## src/rtl/ysyx_22050019_ifu.sv

```systemverilog
// Instruction fetch unit: one AXI-style read per instruction, handing a single
// 32-bit word to the decoder with redirect support for jumps and pipeline flushes.
module ysyx_22050019_ifu #(
    parameter logic [63:0] RESET_PC = 64'h8000_0000,
    parameter logic [31:0] NOP_INST = 32'h0000_0013
) (
    input  logic        clk,
    input  logic        rst,

    output logic        ar_valid_o,
    input  logic        ar_ready_i,
    output logic [63:0] ar_addr_o,

    input  logic        r_valid_i,
    output logic        r_ready_o,
    input  logic [63:0] r_data_i,
    input  logic [1:0]  r_resp_i,

    output logic        inst_valid_o,
    input  logic        inst_ready_i,
    output logic [31:0] inst_o,
    output logic [63:0] inst_addr_pc_o,
    output logic        fetch_err_o,

    input  logic        jump_i,
    input  logic [63:0] jump_pc_i,
    input  logic        flush_i,
    input  logic [63:0] flush_pc_i
);

    typedef enum logic [1:0] {
        IDLE = 2'd0,
        AR   = 2'd1,
        R    = 2'd2,
        OUT  = 2'd3
    } state_t;

    state_t      state_reg;
    logic [63:0] pc_reg;
    logic        pending_flush_reg;
    logic [63:0] flush_pc_reg;
    logic [31:0] inst_reg;
    logic        fetch_err_reg;
    logic        ar_valid_reg;
    logic        r_ready_reg;
    logic        inst_valid_reg;

    logic [63:0] flush_target;
    logic [63:0] handshake_pc;
    logic [31:0] beat_word;

    function automatic logic is_aligned(input logic [1:0] pc_low);
        return pc_low == 2'b00;
    endfunction

    // A flush arriving this cycle supersedes any target saved earlier.
    always_comb begin
        flush_target = flush_i ? flush_pc_i : flush_pc_reg;
        handshake_pc = jump_i ? jump_pc_i : pc_reg + 64'd4;
        beat_word    = pc_reg[2] ? r_data_i[63:32] : r_data_i[31:0];
    end

    always_ff @(posedge clk or posedge rst) begin
        if (rst) begin
            state_reg         <= IDLE;
            pc_reg            <= RESET_PC;
            pending_flush_reg <= 1'b0;
            flush_pc_reg      <= 64'd0;
            inst_reg          <= 32'd0;
            fetch_err_reg     <= 1'b0;
            ar_valid_reg      <= 1'b0;
            r_ready_reg       <= 1'b0;
            inst_valid_reg    <= 1'b0;
        end else begin
            case (state_reg)
                IDLE: begin
                    if (flush_i) begin
                        pending_flush_reg <= 1'b1;
                        flush_pc_reg      <= flush_pc_i;
                    end
                    ar_valid_reg <= is_aligned(pc_reg[1:0]);
                    state_reg    <= AR;
                end

                AR: begin
                    if (ar_valid_reg) begin
                        // Address stays put; a flush is only remembered until the beat returns.
                        if (flush_i) begin
                            pending_flush_reg <= 1'b1;
                            flush_pc_reg      <= flush_pc_i;
                        end
                        if (ar_ready_i) begin
                            ar_valid_reg <= 1'b0;
                            r_ready_reg  <= 1'b1;
                            state_reg    <= R;
                        end
                    end else if (flush_i || pending_flush_reg) begin
                        // Misaligned PC has nothing on the bus, so redirect at once.
                        pc_reg            <= flush_target;
                        pending_flush_reg <= 1'b0;
                        ar_valid_reg      <= is_aligned(flush_target[1:0]);
                    end else begin
                        inst_reg       <= NOP_INST;
                        fetch_err_reg  <= 1'b1;
                        inst_valid_reg <= 1'b1;
                        state_reg      <= OUT;
                    end
                end

                R: begin
                    if (r_valid_i) begin
                        r_ready_reg <= 1'b0;
                        if (flush_i || pending_flush_reg) begin
                            pc_reg            <= flush_target;
                            pending_flush_reg <= 1'b0;
                            ar_valid_reg      <= is_aligned(flush_target[1:0]);
                            state_reg         <= AR;
                        end else begin
                            inst_reg       <= (r_resp_i != 2'b00) ? NOP_INST : beat_word;
                            fetch_err_reg  <= (r_resp_i != 2'b00);
                            inst_valid_reg <= 1'b1;
                            state_reg      <= OUT;
                        end
                    end else if (flush_i) begin
                        pending_flush_reg <= 1'b1;
                        flush_pc_reg      <= flush_pc_i;
                    end
                end

                OUT: begin
                    if (flush_i) begin
                        pc_reg            <= flush_pc_i;
                        pending_flush_reg <= 1'b0;
                        inst_valid_reg    <= 1'b0;
                        ar_valid_reg      <= is_aligned(flush_pc_i[1:0]);
                        state_reg         <= AR;
                    end else if (inst_ready_i) begin
                        pc_reg         <= handshake_pc;
                        inst_valid_reg <= 1'b0;
                        ar_valid_reg   <= is_aligned(handshake_pc[1:0]);
                        state_reg      <= AR;
                    end
                end

                default: begin
                    state_reg <= IDLE;
                end
            endcase
        end
    end

    assign ar_valid_o     = ar_valid_reg;
    assign ar_addr_o      = {pc_reg[63:3], 3'b000};
    assign r_ready_o      = r_ready_reg;
    assign inst_valid_o   = inst_valid_reg;
    assign inst_o         = inst_reg;
    assign inst_addr_pc_o = pc_reg;
    assign fetch_err_o    = fetch_err_reg;

endmodule

```

## config.mk

```make
export PLATFORM = sky130hd
export DESIGN_NAME = ysyx_22050019_ifu
export DESIGN_NICKNAME = d
export VERILOG_FILES = /design/src/rtl/ysyx_22050019_ifu.sv
export SDC_FILE = /design/constraint.sdc
export NUM_CORES = 1
export LEC_CHECK = 0
export CAP_MARGIN = 30
export CORE_ASPECT_RATIO = 1.1
export CORE_UTILIZATION = 40
export CTS_CLUSTER_SIZE = 14
export DETAILED_ROUTE_END_ITERATION = 8
export HOLD_SLACK_MARGIN = 0.12
export PLACE_DENSITY = 0.68
export REMOVE_ABC_BUFFERS = 1
export SLEW_MARGIN = 25
export SYNTH_ARGS = -nofsm -noshare
export SYNTH_HDL_FRONTEND = slang
export SYNTH_SLANG_ARGS = --single-unit
```

## constraint.sdc

```tcl
create_clock -name clk -period 12.5 [get_ports clk]
set_clock_uncertainty 0.1 [all_clocks]
set_input_delay 3.75 -clock clk [delete_from_list [all_inputs] [get_ports clk]]
set_output_delay 3.75 -clock clk [all_outputs]
set_load 0.01 [all_outputs]
```

# == Word-level counts from Yosys, hierarchy flattened ==
# Index checks and enable logic that the tools add are counted.
# totals
wordCells,96
ff_bits,167
out_inout_bits,164
# op_classes
addsub,1
eq_ne,15
muxes,55
reduce_logical,16
# op_table
cell,count
64-bit two-way mux,9
64-bit case mux with 3 select lines,2
32-bit two-way mux,6
"64-bit by 3-bit adder with 64-bit output, second input constant",1
32-bit case mux with 2 select lines,1
1-bit two-way mux,24
"2-bit inequality test, second input constant",9
2-bit two-way mux,7
4-bit AND reduction,3
2-bit zero test,5
"3-bit inequality test, second input constant",3
1-bit case mux with 4 select lines,2
2-bit case mux with 4 select lines,1
3-bit AND reduction,2
3-bit nonzero test,2
5-bit AND reduction,1
"2-bit == test, second input constant",2
1-bit case mux with 2 select lines,2
2-bit nonzero test,2
1-bit case mux with 3 select lines,1
"2-bit by 1-bit == test with 1-bit output, second input constant",1
1-bit logical OR,1

# == Logic depth before layout (Yosys ltp) ==
# depth
depth_word,6
ltp_mapped,10

# == Worst setup path after synthesis ==
# OpenSTA, ideal clock, no wires.
# synth_timing
path_kind,input to register
from,in flush_i
to,reg pc_reg[49] (netlist: inst_addr_pc_o[49])
path_buffers,3
setup_time_ns,0.148
arrival_ns,5.320
stages,7
required_time_ns,12.252
slack_ns,6.932
path_cell_list,clkbuf_1 or3b_2 and4_1 clkbuf_1 clkbuf_1 a221oi_1 o221ai_1
# synth_between
elab_chain_cells,4
word_cells_on_any_way,9
# synth_lines
element,line,text
from (decl),27,"input logic flush_i,"
64-bit two-way mux or 1-bit logical OR (tied branches),-,
64-bit two-way mux,"97, 113",
"64-bit two-way mux, on equally long branches","111, 86",
64-bit case mux with 3 select lines,75,case (state_reg)
to (signal assigned),99,pc_reg <= flush_target;
to (signal assigned),114,pc_reg <= flush_target;
to (signal assigned),132,pc_reg <= flush_pc_i;
to (decl),39,logic [63:0] pc_reg;
# Several ways; a longest one is shown, not always the timed one. The select of a mux whose other input is x is not followed.
# A chain may end at the register's enable or synchronous reset.

# == Worst setup path in the final report ==
# layout_timing
from,in flush_i
to,reg pc_reg[51] (netlist: inst_addr_pc_o[51])
# Same word-level chain as after synthesis.

==> flow_metrics.env <==
export IMPL_cp_max_fo=60
export IMPL_drtAntennaViolNets=0
export IMPL_max_cap_violations=0
export IMPL_drcViolationCount=0
export IMPL_syn_area_mm2=0.0107
export IMPL_grt_first_pass_wirelength_mm=60.0
export IMPL_place_congestion=0.826
export IMPL_min_period_ns=6.29
export IMPL_period_share_pct=50.4
export IMPL_clockBufferDepth=2
export IMPL_clockRootBuffer="clkbuf_16"
export IMPL_wl_mm=38.4
export IMPL_setup_reg_to_reg_worst_slack_ns=8.99
export IMPL_first_iter_violations=984
export IMPL_overflow=0
export IMPL_post_cts_buffers=0
export IMPL_final_area_mm2=0.0148
export IMPL_grt_use_total_pct=28.4
export IMPL_max_clock_freq_mhz=159
export IMPL_arrival_ns=6.51
export IMPL_holdPathEnd="inst_o[11]"
export IMPL_setup_viol=0
export IMPL_finalNonFillerCells=1800
export IMPL_clk_latency_ns=0.45
export IMPL_setup_ws_ns=6.21
export IMPL_hold_viol_final=0
export IMPL_hold_class="flop to flop"
export IMPL_grt_pass1_vias=10500
export IMPL_slew_headroom_pct=32.9
export IMPL_slew_violations=0
export IMPL_placed_cells=1763
export IMPL_min_from="inst_o[11]"
export IMPL_setup_tns_ns=0
export IMPL_drive_above_1_share_pct=10.7
export IMPL_rows=62
export IMPL_cp_end_kind="flop"
export IMPL_placed_cell_area_mm2=0.0141
export IMPL_ys_ff_latch=167
export IMPL_layout_commonest_cell="clkdlybuf4s50_1"
export IMPL_cts_buffers=17
export IMPL_coreArea_mm2=0.0262
export IMPL_die_h_um=174
export IMPL_dr_pass1_iters=6
export IMPL_viasPerCell=6.02
export IMPL_critPathRequiredTime_ns=12.71
export IMPL_routedWlPerCell_um=21.4
export IMPL_start_kind="input port"
export IMPL_pin_count=365
export IMPL_async_flop_share_pct=100
export IMPL_cts_resized=0
export IMPL_synth_warnings=0
export IMPL_dr_total_vias=10800
export IMPL_dieArea_mm2=0.0275
export IMPL_synth_distinct_cells=81
export IMPL_cts_max_level=4
export IMPL_power_mw=3.27
export IMPL_cts_tree="done"
export IMPL_fillCellCount=2453
export IMPL_hpwlAfterDp_mm=27.0
export IMPL_r2r_cells=9
export IMPL_rsz0062_at_grt="false"
export IMPL_die_x_um=158
export IMPL_initial_utilization_pct=40.9
export IMPL_leakagePower_nw=5.64
export IMPL_num_nets_final=1639
export IMPL_r2r_start="state_reg[0]"
export IMPL_worst_slew_pin_slew_ns=1.01
export IMPL_synth_edf_count=0
export IMPL_antenna_found_initial=5
export IMPL_powerDensity_mw_per_mm2=222
export IMPL_holdWs_ns=0.381
export IMPL_grt_max_degree=96
export IMPL_synth_ff_type="dfrtp_1"
export IMPL_r2r_end="inst_addr_pc_o[51]"
export IMPL_cts_hold_buffers=0
export IMPL_pre_cts_slack_ns=5.77
export IMPL_avgSynthCellArea_um2=9.04
export IMPL_ir_drop_uv=150
export IMPL_status="finished clean"
export IMPL_ys_seq_area_share_pct=38.9
export IMPL_path_class="input port to flop"
export IMPL_numPortBuffers=361
export IMPL_fin_util_pct=56.3
export IMPL_area_growth_pct=37.5
export IMPL_clk_pin_slew_ns=0.08
export IMPL_final_cell_mix="clkdlybuf4s50_1 (359), dfrtp_1 (165), o21ai_0 (108)"
export IMPL_cts_sinks=167
export IMPL_synth_cells=1187
export IMPL_hold_depth=2
layer usage:
metal	vias up	part of all wire (%)	track usage, %
met4	6	2.5	9.70
li1	4913	-	-
met5	-	0.099	0
met3	71	8.8	6.00
met2	568	49	48.0
met1	5272	39	35.4
cell families (layout without fill, tap and decap cells):
logic type / Yosys count / count (layout) / share of synthesized area (%)
AND/OR/NAND/NOR: 356 / 356 / 17.9
buffers and inverters: 184 / 441 / 9.31
flip-flops: 167 / 167 / 38.9
multiplexers: 100 / 100 / 10.1
AO/OA/AOI/OAI: 368 / 368 / 22.7
XOR/XNOR: 6 / 6 / 0.490
adder cells (fa/ha/maj): 5 / 5 / 0.583
other: 1 / 5 / 0.0349
power breakdown:
part	leakage [nW]	total [mW]	internal [mW]	switching, mW
clock network	0.292	0.540	0.274	0.266
registers	2.02	1.09	0.778	0.307
logic	3.33	1.65	0.858	0.789
Yosys cell counts (5+ instances only):
| master | instances | area (µm²) |
|---|---|---|
| dfrtp_1 | 166 | 4150 |
| nand2_1 | 108 | 405 |
| o21ai_0 | 108 | 541 |
| clkbuf_1 | 70 | 263 |
| buf_4 | 65 | 488 |
| mux2_2 | 64 | 721 |
| a21oi_1 | 58 | 290 |
| nor2_1 | 49 | 184 |
| mux2i_1 | 36 | 360 |
| nand3_1 | 33 | 165 |
| a221oi_1 | 28 | 245 |
| a31oi_1 | 27 | 169 |
| nand4_1 | 26 | 163 |
| inv_1 | 24 | 90.1 |
| nor3_1 | 24 | 120 |
| o211ai_1 | 23 | 173 |
| a22oi_1 | 18 | 135 |
| and3_1 | 16 | 100 |
| a211oi_1 | 14 | 105 |
| nor4_1 | 13 | 81.3 |
| or3_1 | 13 | 81.3 |
| o22ai_1 | 12 | 75.1 |
| or4_1 | 11 | 82.6 |
| and4_1 | 10 | 87.6 |
| buf_1 | 10 | 37.5 |
| nor2b_1 | 10 | 62.6 |
| a2bb2oi_1 | 9 | 78.8 |
| nand2b_1 | 8 | 50.1 |
| o21a_1 | 8 | 60.1 |
| a311oi_1 | 7 | 61.3 |
| nor3b_1 | 6 | 45.0 |
| o311ai_0 | 6 | 52.6 |
| and2_1 | 5 | 31.3 |
| ha_1 | 5 | 62.6 |
| nor4_2 | 5 | 62.6 |
| o221ai_1 | 5 | 43.8 |
| xnor2_1 | 5 | 43.8 |
cell type report:
| cell class | instances | area, µm² | area share, % |
|---|---|---|---|
| multi-input cells | 838 | 5600 | 37.9 |
| inverters | 26 | 103 | 0.695 |
| flip-flops and latches | 167 | 4180 | 28.3 |
| well taps | 352 | 440 | 2.98 |
| repair buffers | 383 | 3840 | 26.0 |
| clock inverters | 14 | 153 | 1.03 |
| diodes | 2 | 5.00 | 0.0339 |
| clock buffers | 18 | 439 | 2.98 |
how the worst max path moves through the flow:
stage / from / endpoint / slack [ns]
finish: flush_i / inst_addr_pc_o[51] / 6.21
global route: flush_i / inst_addr_pc_o[51] / 5.98
CTS: flush_i / inst_addr_pc_o[51] / 6.23
detailed placement: flush_i / inst_addr_pc_o[51] / 5.77
global placement: flush_i / inst_addr_pc_o[51] / 5.85
floorplan: rst / ar_valid_o / 4.13
worst max-delay path: stages:
cell	delay, ns
buf_4	0.16
buf_4	0.43
or3b_2	0.24
and4_2	0.52
buf_4	0.60
nand2_1	0.32
o32ai_1	0.33
a21oi_1	0.10
Power figures use the tool's default switching activity.
